--- src/rtl/i2c_fifo_buffer.sv ---
// Dual show-ahead byte FIFO between the APB slave (TX push / RX pop) and the
// I2C master core (TX pop / RX push). Both FIFOs share PCLK and the clr flush.
module i2c_fifo_buffer_fifo #(
  parameter int DEPTH = 16,
  parameter int AW    = 4
) (
  input  logic          clk_i,
  input  logic          rst_n_i,
  input  logic          clr_i,
  input  logic          wr_i,
  input  logic [7:0]    wdata_i,
  input  logic          rd_i,
  output logic [7:0]    rdata_o,
  output logic          full_o,
  output logic          empty_o,
  output logic [AW:0]   level_o,
  output logic          ovf_o
);

  localparam logic [AW:0] PTR_ONE = (AW+1)'(1);

  logic [7:0]  mem_q [DEPTH];
  logic [AW:0] wr_ptr_q, wr_ptr_d;
  logic [AW:0] rd_ptr_q, rd_ptr_d;
  logic        ovf_q, ovf_d;
  logic        push_acc, pop_acc;

  assign empty_o = (wr_ptr_q == rd_ptr_q);
  assign full_o  = (wr_ptr_q[AW-1:0] == rd_ptr_q[AW-1:0]) && (wr_ptr_q[AW] != rd_ptr_q[AW]);
  assign level_o = wr_ptr_q - rd_ptr_q;
  assign rdata_o = mem_q[rd_ptr_q[AW-1:0]];
  assign ovf_o   = ovf_q;

  // A pop on a full FIFO frees the slot the simultaneous push writes into.
  assign pop_acc  = rd_i && !empty_o;
  assign push_acc = wr_i && (!full_o || pop_acc);

  always_comb begin
    wr_ptr_d = wr_ptr_q;
    rd_ptr_d = rd_ptr_q;
    ovf_d    = ovf_q;
    if (clr_i) begin
      wr_ptr_d = '0;
      rd_ptr_d = '0;
      ovf_d    = 1'b0;
    end else begin
      if (push_acc) wr_ptr_d = wr_ptr_q + PTR_ONE;
      if (pop_acc)  rd_ptr_d = rd_ptr_q + PTR_ONE;
      if (wr_i && !push_acc) ovf_d = 1'b1;
    end
  end

  always_ff @(posedge clk_i or negedge rst_n_i) begin
    if (!rst_n_i) begin
      wr_ptr_q <= '0;
      rd_ptr_q <= '0;
      ovf_q    <= 1'b0;
      for (int i = 0; i < DEPTH; i++) mem_q[i] <= 8'h00;
    end else begin
      wr_ptr_q <= wr_ptr_d;
      rd_ptr_q <= rd_ptr_d;
      ovf_q    <= ovf_d;
      if (push_acc && !clr_i) mem_q[wr_ptr_q[AW-1:0]] <= wdata_i;
    end
  end

endmodule

module i2c_fifo_buffer #(
  parameter int DEPTH = 16,
  parameter int AW    = $clog2(DEPTH)
) (
  input  logic          PCLK,
  input  logic          PRESETn,
  input  logic          clr,
  input  logic          tx_wr,
  input  logic [7:0]    tx_wdata,
  input  logic          tx_rd,
  output logic [7:0]    tx_rdata,
  output logic          tx_full,
  output logic          tx_empty,
  output logic [AW:0]   tx_level,
  output logic          tx_ovf,
  input  logic          rx_wr,
  input  logic [7:0]    rx_wdata,
  input  logic          rx_rd,
  output logic [7:0]    rx_rdata,
  output logic          rx_full,
  output logic          rx_empty,
  output logic [AW:0]   rx_level,
  output logic          rx_ovf,
  output logic          rx_udf
);

  logic rx_udf_q, rx_udf_d;

  i2c_fifo_buffer_fifo #(.DEPTH(DEPTH), .AW(AW)) u_tx_fifo (
    .clk_i   (PCLK),
    .rst_n_i (PRESETn),
    .clr_i   (clr),
    .wr_i    (tx_wr),
    .wdata_i (tx_wdata),
    .rd_i    (tx_rd),
    .rdata_o (tx_rdata),
    .full_o  (tx_full),
    .empty_o (tx_empty),
    .level_o (tx_level),
    .ovf_o   (tx_ovf)
  );

  i2c_fifo_buffer_fifo #(.DEPTH(DEPTH), .AW(AW)) u_rx_fifo (
    .clk_i   (PCLK),
    .rst_n_i (PRESETn),
    .clr_i   (clr),
    .wr_i    (rx_wr),
    .wdata_i (rx_wdata),
    .rd_i    (rx_rd),
    .rdata_o (rx_rdata),
    .full_o  (rx_full),
    .empty_o (rx_empty),
    .level_o (rx_level),
    .ovf_o   (rx_ovf)
  );

  // TX underflow is not tracked: the I2C core never pops without checking tx_empty.
  always_comb begin
    rx_udf_d = rx_udf_q;
    if (clr)                    rx_udf_d = 1'b0;
    else if (rx_rd && rx_empty) rx_udf_d = 1'b1;
  end

  always_ff @(posedge PCLK or negedge PRESETn) begin
    if (!PRESETn) rx_udf_q <= 1'b0;
    else          rx_udf_q <= rx_udf_d;
  end

  assign rx_udf = rx_udf_q;

endmodule

--- config.mk ---
export PLATFORM = sky130hd
export DESIGN_NAME = i2c_fifo_buffer
export DESIGN_NICKNAME = d
export VERILOG_FILES = /design/src/rtl/i2c_fifo_buffer.sv
export SDC_FILE = /design/constraint.sdc
export NUM_CORES = 1
export LEC_CHECK = 0
export ABC_AREA = 1
export CELL_PAD_IN_SITES_DETAIL_PLACEMENT = 0
export CELL_PAD_IN_SITES_GLOBAL_PLACEMENT = 1
export CORE_MARGIN = 2
export CORE_UTILIZATION = 43
export DETAILED_ROUTE_END_ITERATION = 6
export DONT_BUFFER_PORTS = 1
export HOLD_SLACK_MARGIN = 0.05
export PLACE_DENSITY = 0.75
export SYNTH_ARGS = -nofsm -noshare
export SYNTH_HDL_FRONTEND = slang
export SYNTH_SLANG_ARGS = --single-unit
--- constraint.sdc ---
create_clock -name PCLK -period 5.3 [get_ports PCLK]
set_clock_uncertainty 0.1 [all_clocks]
set_input_delay 0.795 -clock PCLK [delete_from_list [all_inputs] [get_ports PCLK]]
set_output_delay 0.795 -clock PCLK [all_outputs]
set_load 0.005 [all_outputs]
After elaboration in Yosys (flattened, before gate mapping)
Cells that the tools add are included.

Register bits: 279. Output and inout port bits: 33. Input port bits: 23. Word-level logic and storage cells: 116.

Add/subtract/negate cells: 6. Reduce and logical (&&, ||, !) cells: 29. Mux-type cells: 26. $lt $le $gt $ge: 6. Bitwise logic cells: 4. Eq/ne operators: 6.

Operators by type and width (count): 128-bit bitwise mux (2); 8-bit binary-select mux with 4-bit select (2); 8-bit demux with 4-bit select (2); 8-bit two-way mux (6); 5-bit two-way mux (8); 5-bit by 1-bit adder with 5-bit output (second input constant) (4); 5-bit >= comparator (second input constant) (4); 4-bit NOT with 5-bit output (4); 2-bit nonzero test (7); 1-bit logical AND (13); 5-bit == test (2); 5-bit by 1-bit less-than comparator with 1-bit output (second input constant) (2); 5-bit subtractor (2); 4-bit == test (2); 1-bit zero test (7); 1-bit two-way mux (6); 1-bit logical OR (2); 1-bit != test (2).

Depth between registers and ports, before layout
Depth in word-level cells: 9. Depth in mapped cells: 12. Mapped depth without buffers: 10.

Hierarchy
A second synthesis with hierarchy kept.

Cell total of the unflattened synthesis: 2023. Area total of the unflattened synthesis: 14512.7 um2.

Modules (own cells, without submodules): i2c_fifo_buffer_fifo (u_tx_fifo) (area an instance 7265.7 um2, cells an instance 1010, seq. area each 3478.3 um2, times used 1); i2c_fifo_buffer_fifo (u_rx_fifo) (area an instance 7205.7 um2, cells an instance 1009, seq. area each 3478.3 um2, times used 1); i2c_fifo_buffer (area an instance 41.3 um2, cells an instance 4, seq. area each 25.0 um2, times used 1).

Least setup slack after synthesis
Ideal clock, no wire load.

Path type: register -> output. From: register u_rx_fifo.rd_ptr_q[1]. To: output rx_empty. Stages on the path, launching flop included: 9. Arrival: 1.660 ns. Slack: 2.745 ns. Buffers on the path: 2. Path through: dfrtp_1 -> buf_2 -> clkinv_1 -> clkbuf_1 -> ha_1 -> nand2_1 -> nor2_2 -> inv_1 -> nor2_1.

Word-level cells in the longest chain between the ends: 1.

Ends and longest elaborated chain: start, declared (RTL line 24) `logic [AW:0] rd_ptr_q, rd_ptr_d;`; start signal, assigned (RTL line 61) `rd_ptr_q <= rd_ptr_d;`; 5-bit == test (RTL line 28) `assign empty_o = (wr_ptr_q == rd_ptr_q);`; end, declared (RTL line 89) `output logic rx_empty,`.

No other way between the ends.

Worst setup path after layout
From: register u_tx_fifo.rd_ptr_q[0]. To: output tx_rdata[2].

Word-level cells in the longest chain between the ends: 4.

Ends and longest elaborated chain: start, declared (RTL line 24); start signal, assigned (RTL line 61); 4-bit NOT with 5-bit output (not written as such) (RTL line 31) `assign rdata_o = mem_q[rd_ptr_q[AW-1:0]];`; 8-bit binary-select mux with 4-bit select (RTL line 31); 8-bit two-way mux (not written as such) (2 in series) (RTL line 31); end, declared (RTL line 79) `output logic [7:0] tx_rdata,`.

No other way between the ends. The select of a mux whose other input is x is not followed.

==> results_dict.tcl <==
set metrics [dict create \
    status "finished with violations" \
    violations "hold timing" \
    yosysWarningCount 0 \
    arrival_ps 2930 \
    min_period_ps 3830 \
    ys_async_sr_fraction 1.00 \
    wirelength_um 46900 \
    yosys.area.top_type "dfrtp_1" \
    fin_util 0.475 \
    vias 12700 \
    first_iter_violations 1043 \
    max-cap-violations 0 \
    setup_tns_ps 0 \
    worst_slack_ps 1470 \
    end_kind "output port" \
    fin_nets 2010 \
    dr.pass1.iters 5 \
    synth_cell_types 25 \
    total_power_uw 6650 \
    dp_cells 2378 \
    hold_path.class "input port to asynchronous set/reset pin" \
    worst_slew_pin_slew_ps 1110 \
    routedWlPerCell_um 19.2 \
    post_synth_instance_area_mm2 0.0144 \
    hpwl_um 29300 \
    power_leakage_uw 0.00824 \
    area.growth.synth_to_final_pct 9.71 \
    pre_cts_slack_ps 1880 \
    drt.antenna.violating_nets 0 \
    clock_path_buffers 3 \
    num_antenna_cells 0 \
    yosys.area.top_type_share 0.484 \
    route.detailed.drc 0 \
    timing.rr.end "u_tx_fifo.mem_q[90]$_DFFE_PN0P_" \
    cts_sinks 279 \
    start_util 0.433 \
    rr_startpoint "u_tx_fifo.rd_ptr_q[2]$_DFFE_PN0P_" \
    place_congestion 0.856 \
    dieWidth_um 187 \
    cts_tree "built" \
    grt_util_all_layers 0.271 \
    critPathMaxFanout 65 \
    grt_pass1_vias 12300 \
    fin_hold_ws_ps -131 \
    r2r_slack_ps 1840 \
    synth_area_leaders "dfrtp_1 48%, nand2_1 24%, nor2_1 8.1%" \
    max_freq_mhz 261 \
    fp.dieH_um 187 \
    grt_pass1_wl_um 73900 \
    clk_latency_ps 520 \
    cts_resized 0 \
    max_slew_margin 0.263 \
    h-tree-depth 2 \
    critPathRequiredTime_ps 4410 \
    path_class "register to output port" \
    core_area_mm2 0.0333 \
    ir_drop_uv 296 \
    power.density_mw_per_mm2 420 \
    port_buffers 0 \
    yosysSeqAreaShare 0.484 \
    synth_edf_count 0 \
    synth_most_common_cell "nand2_1" \
    drv_slew 0 \
    ys_dominant_reg_cell "dfrtp_1" \
    synth_cells 2019 \
    period_share 0.722 \
    hold_violations 207 \
    final_layout_size_suffix_gt1_frac 0.0492 \
    ios 56 \
    clk_pin_slew_worst_paths_ps 60 \
    start_kind "register" \
    setup_violations 0 \
    die-area_mm2 0.0350 \
    rsz0062_at_grt "no" \
    cts_setup_buffers 0 \
    antenna_found_initial 0 \
    syn-num-nets 2062 \
    synth.top_cells.by_count "919 x nand2_1, 311 x nor2_1, 279 x dfrtp_1" \
    rows 67 \
    cts-root-buf "clkbuf_16" \
    cts_buffers 35 \
    grt_max_degree 280 \
    grt-ovfl-total 0 \
    ys_seq_elements 279 \
    fillers 3438 \
    reg2reg_depth 9 \
    vias_per_cell 5.22 \
    fin_cells 2441 \
    syn_area_per_cell_um2 7.14 \
]
## worst max-delay path by stage
| stage | from | to | slack (ps) | cells after the start |
|---|---|---|---|---|
| 2_1_floorplan | u_rx_fifo.rd_ptr_q[1]$_DFFE_PN0P_ | rx_empty | 2740 | 8 |
| 3_3_place_gp | u_rx_fifo.rd_ptr_q[2]$_DFFE_PN0P_ | u_rx_fifo.mem_q[88]$_DFFE_PN0P_ | 1950 | 9 |
| 3_5_place_dp | u_tx_fifo.rd_ptr_q[2]$_DFFE_PN0P_ | u_tx_fifo.mem_q[62]$_DFFE_PN0P_ | 1880 | 9 |
| 4_1_cts | u_tx_fifo.rd_ptr_q[0]$_DFFE_PN0P_ | tx_rdata[2] | 1480 | 7 |
| 5_1_grt | u_tx_fifo.rd_ptr_q[0]$_DFFE_PN0P_ | tx_rdata[7] | 1280 | 7 |
| 6_report | u_tx_fifo.rd_ptr_q[0]$_DFFE_PN0P_ | tx_rdata[2] | 1470 | 7 |
## flip-flops by register name (all words and copies together) (netlist names)
register            flops
u_rx_fifo.mem_q       128
u_tx_fifo.wr_ptr_q      5
u_rx_fifo.ovf_o         1
u_tx_fifo.mem_q       128
u_tx_fifo.ovf_o         1
u_rx_fifo.rd_ptr_q      5
u_tx_fifo.rd_ptr_q      5
rx_udf                  1
u_rx_fifo.wr_ptr_q      5
## final cells by class
type | instances | area (um^2) | area share
multi-input cells | 1554 | 6670 | 0.422
well taps | 448 | 561 | 0.0354
clock inverters | 11 | 163 | 0.0103
inverters | 90 | 338 | 0.0214
flip-flops and latches | 279 | 6980 | 0.442
clock buffers | 52 | 1040 | 0.0659
repair buffers | 7 | 52.6 | 0.00332
## cells in the final DEF, fill, tap and decap left out, types with 3 or more instances in the layout
master and n:
clkbuf_8 6, nor2_2 6, nor2_4 18, bufinv_16 4, clkinv_2 5, nor2_1 311
clkinv_1 5, ha_1 18, xor2_1 15, nand4_1 33, inv_2 6, nand3_1 72
inv_1 79, clkbuf_1 9, o21ai_0 144, a21oi_1 7, dfrtp_1 277, nand2_1 919
buf_4 7, clkbuf_16 37, nand3_4 3
## through the flow
step,hold slack [ps],area [um^2]
after floorplan,344,14400
after global placement,355,14600
after detailed placement,360,14600
after CTS,-143,15800
after global routing,-144,15800
final,-131,15800
## critical path: stages (launching register included)
cell     delay (ps)
dfrtp_2         640
inv_2           870
o21ai_0         340
nand2_1         140
nand2_1          50
nand2_1          80
inv_1            90
nand2_1         150
## power breakdown
group,total [uW],switching (uW),internal (uW)
sequential,2590,191,2400
clock,2520,957,1560
combinational,1550,1070,480
total,6650,2210,4430
## routing by layer
| layer | GRT usage | share of wire | up-vias |
|---|---|---|---|
| li1 | - | - | 6159 |
| met1 | 0.373 | 0.44 | 6100 |
| met2 | 0.437 | 0.47 | 392 |
| met3 | 0.0398 | 0.056 | 80 |
| met4 | 0.0952 | 0.031 | 0 |
| met5 | 0 | 0 | - |
## kinds of logic after synthesis
logic type / Yosys count / share of synthesized area
flip-flops: 279 / 0.484
XOR/XNOR: 17 / 0.0103
AO/OA/AOI/OAI: 153 / 0.0531
buffers and inverters: 186 / 0.0527
AND/OR/NAND/NOR: 1364 / 0.381
adder cells (fa/ha/maj): 20 / 0.0184
No activity file was read; power rests on OpenSTA's default activity.
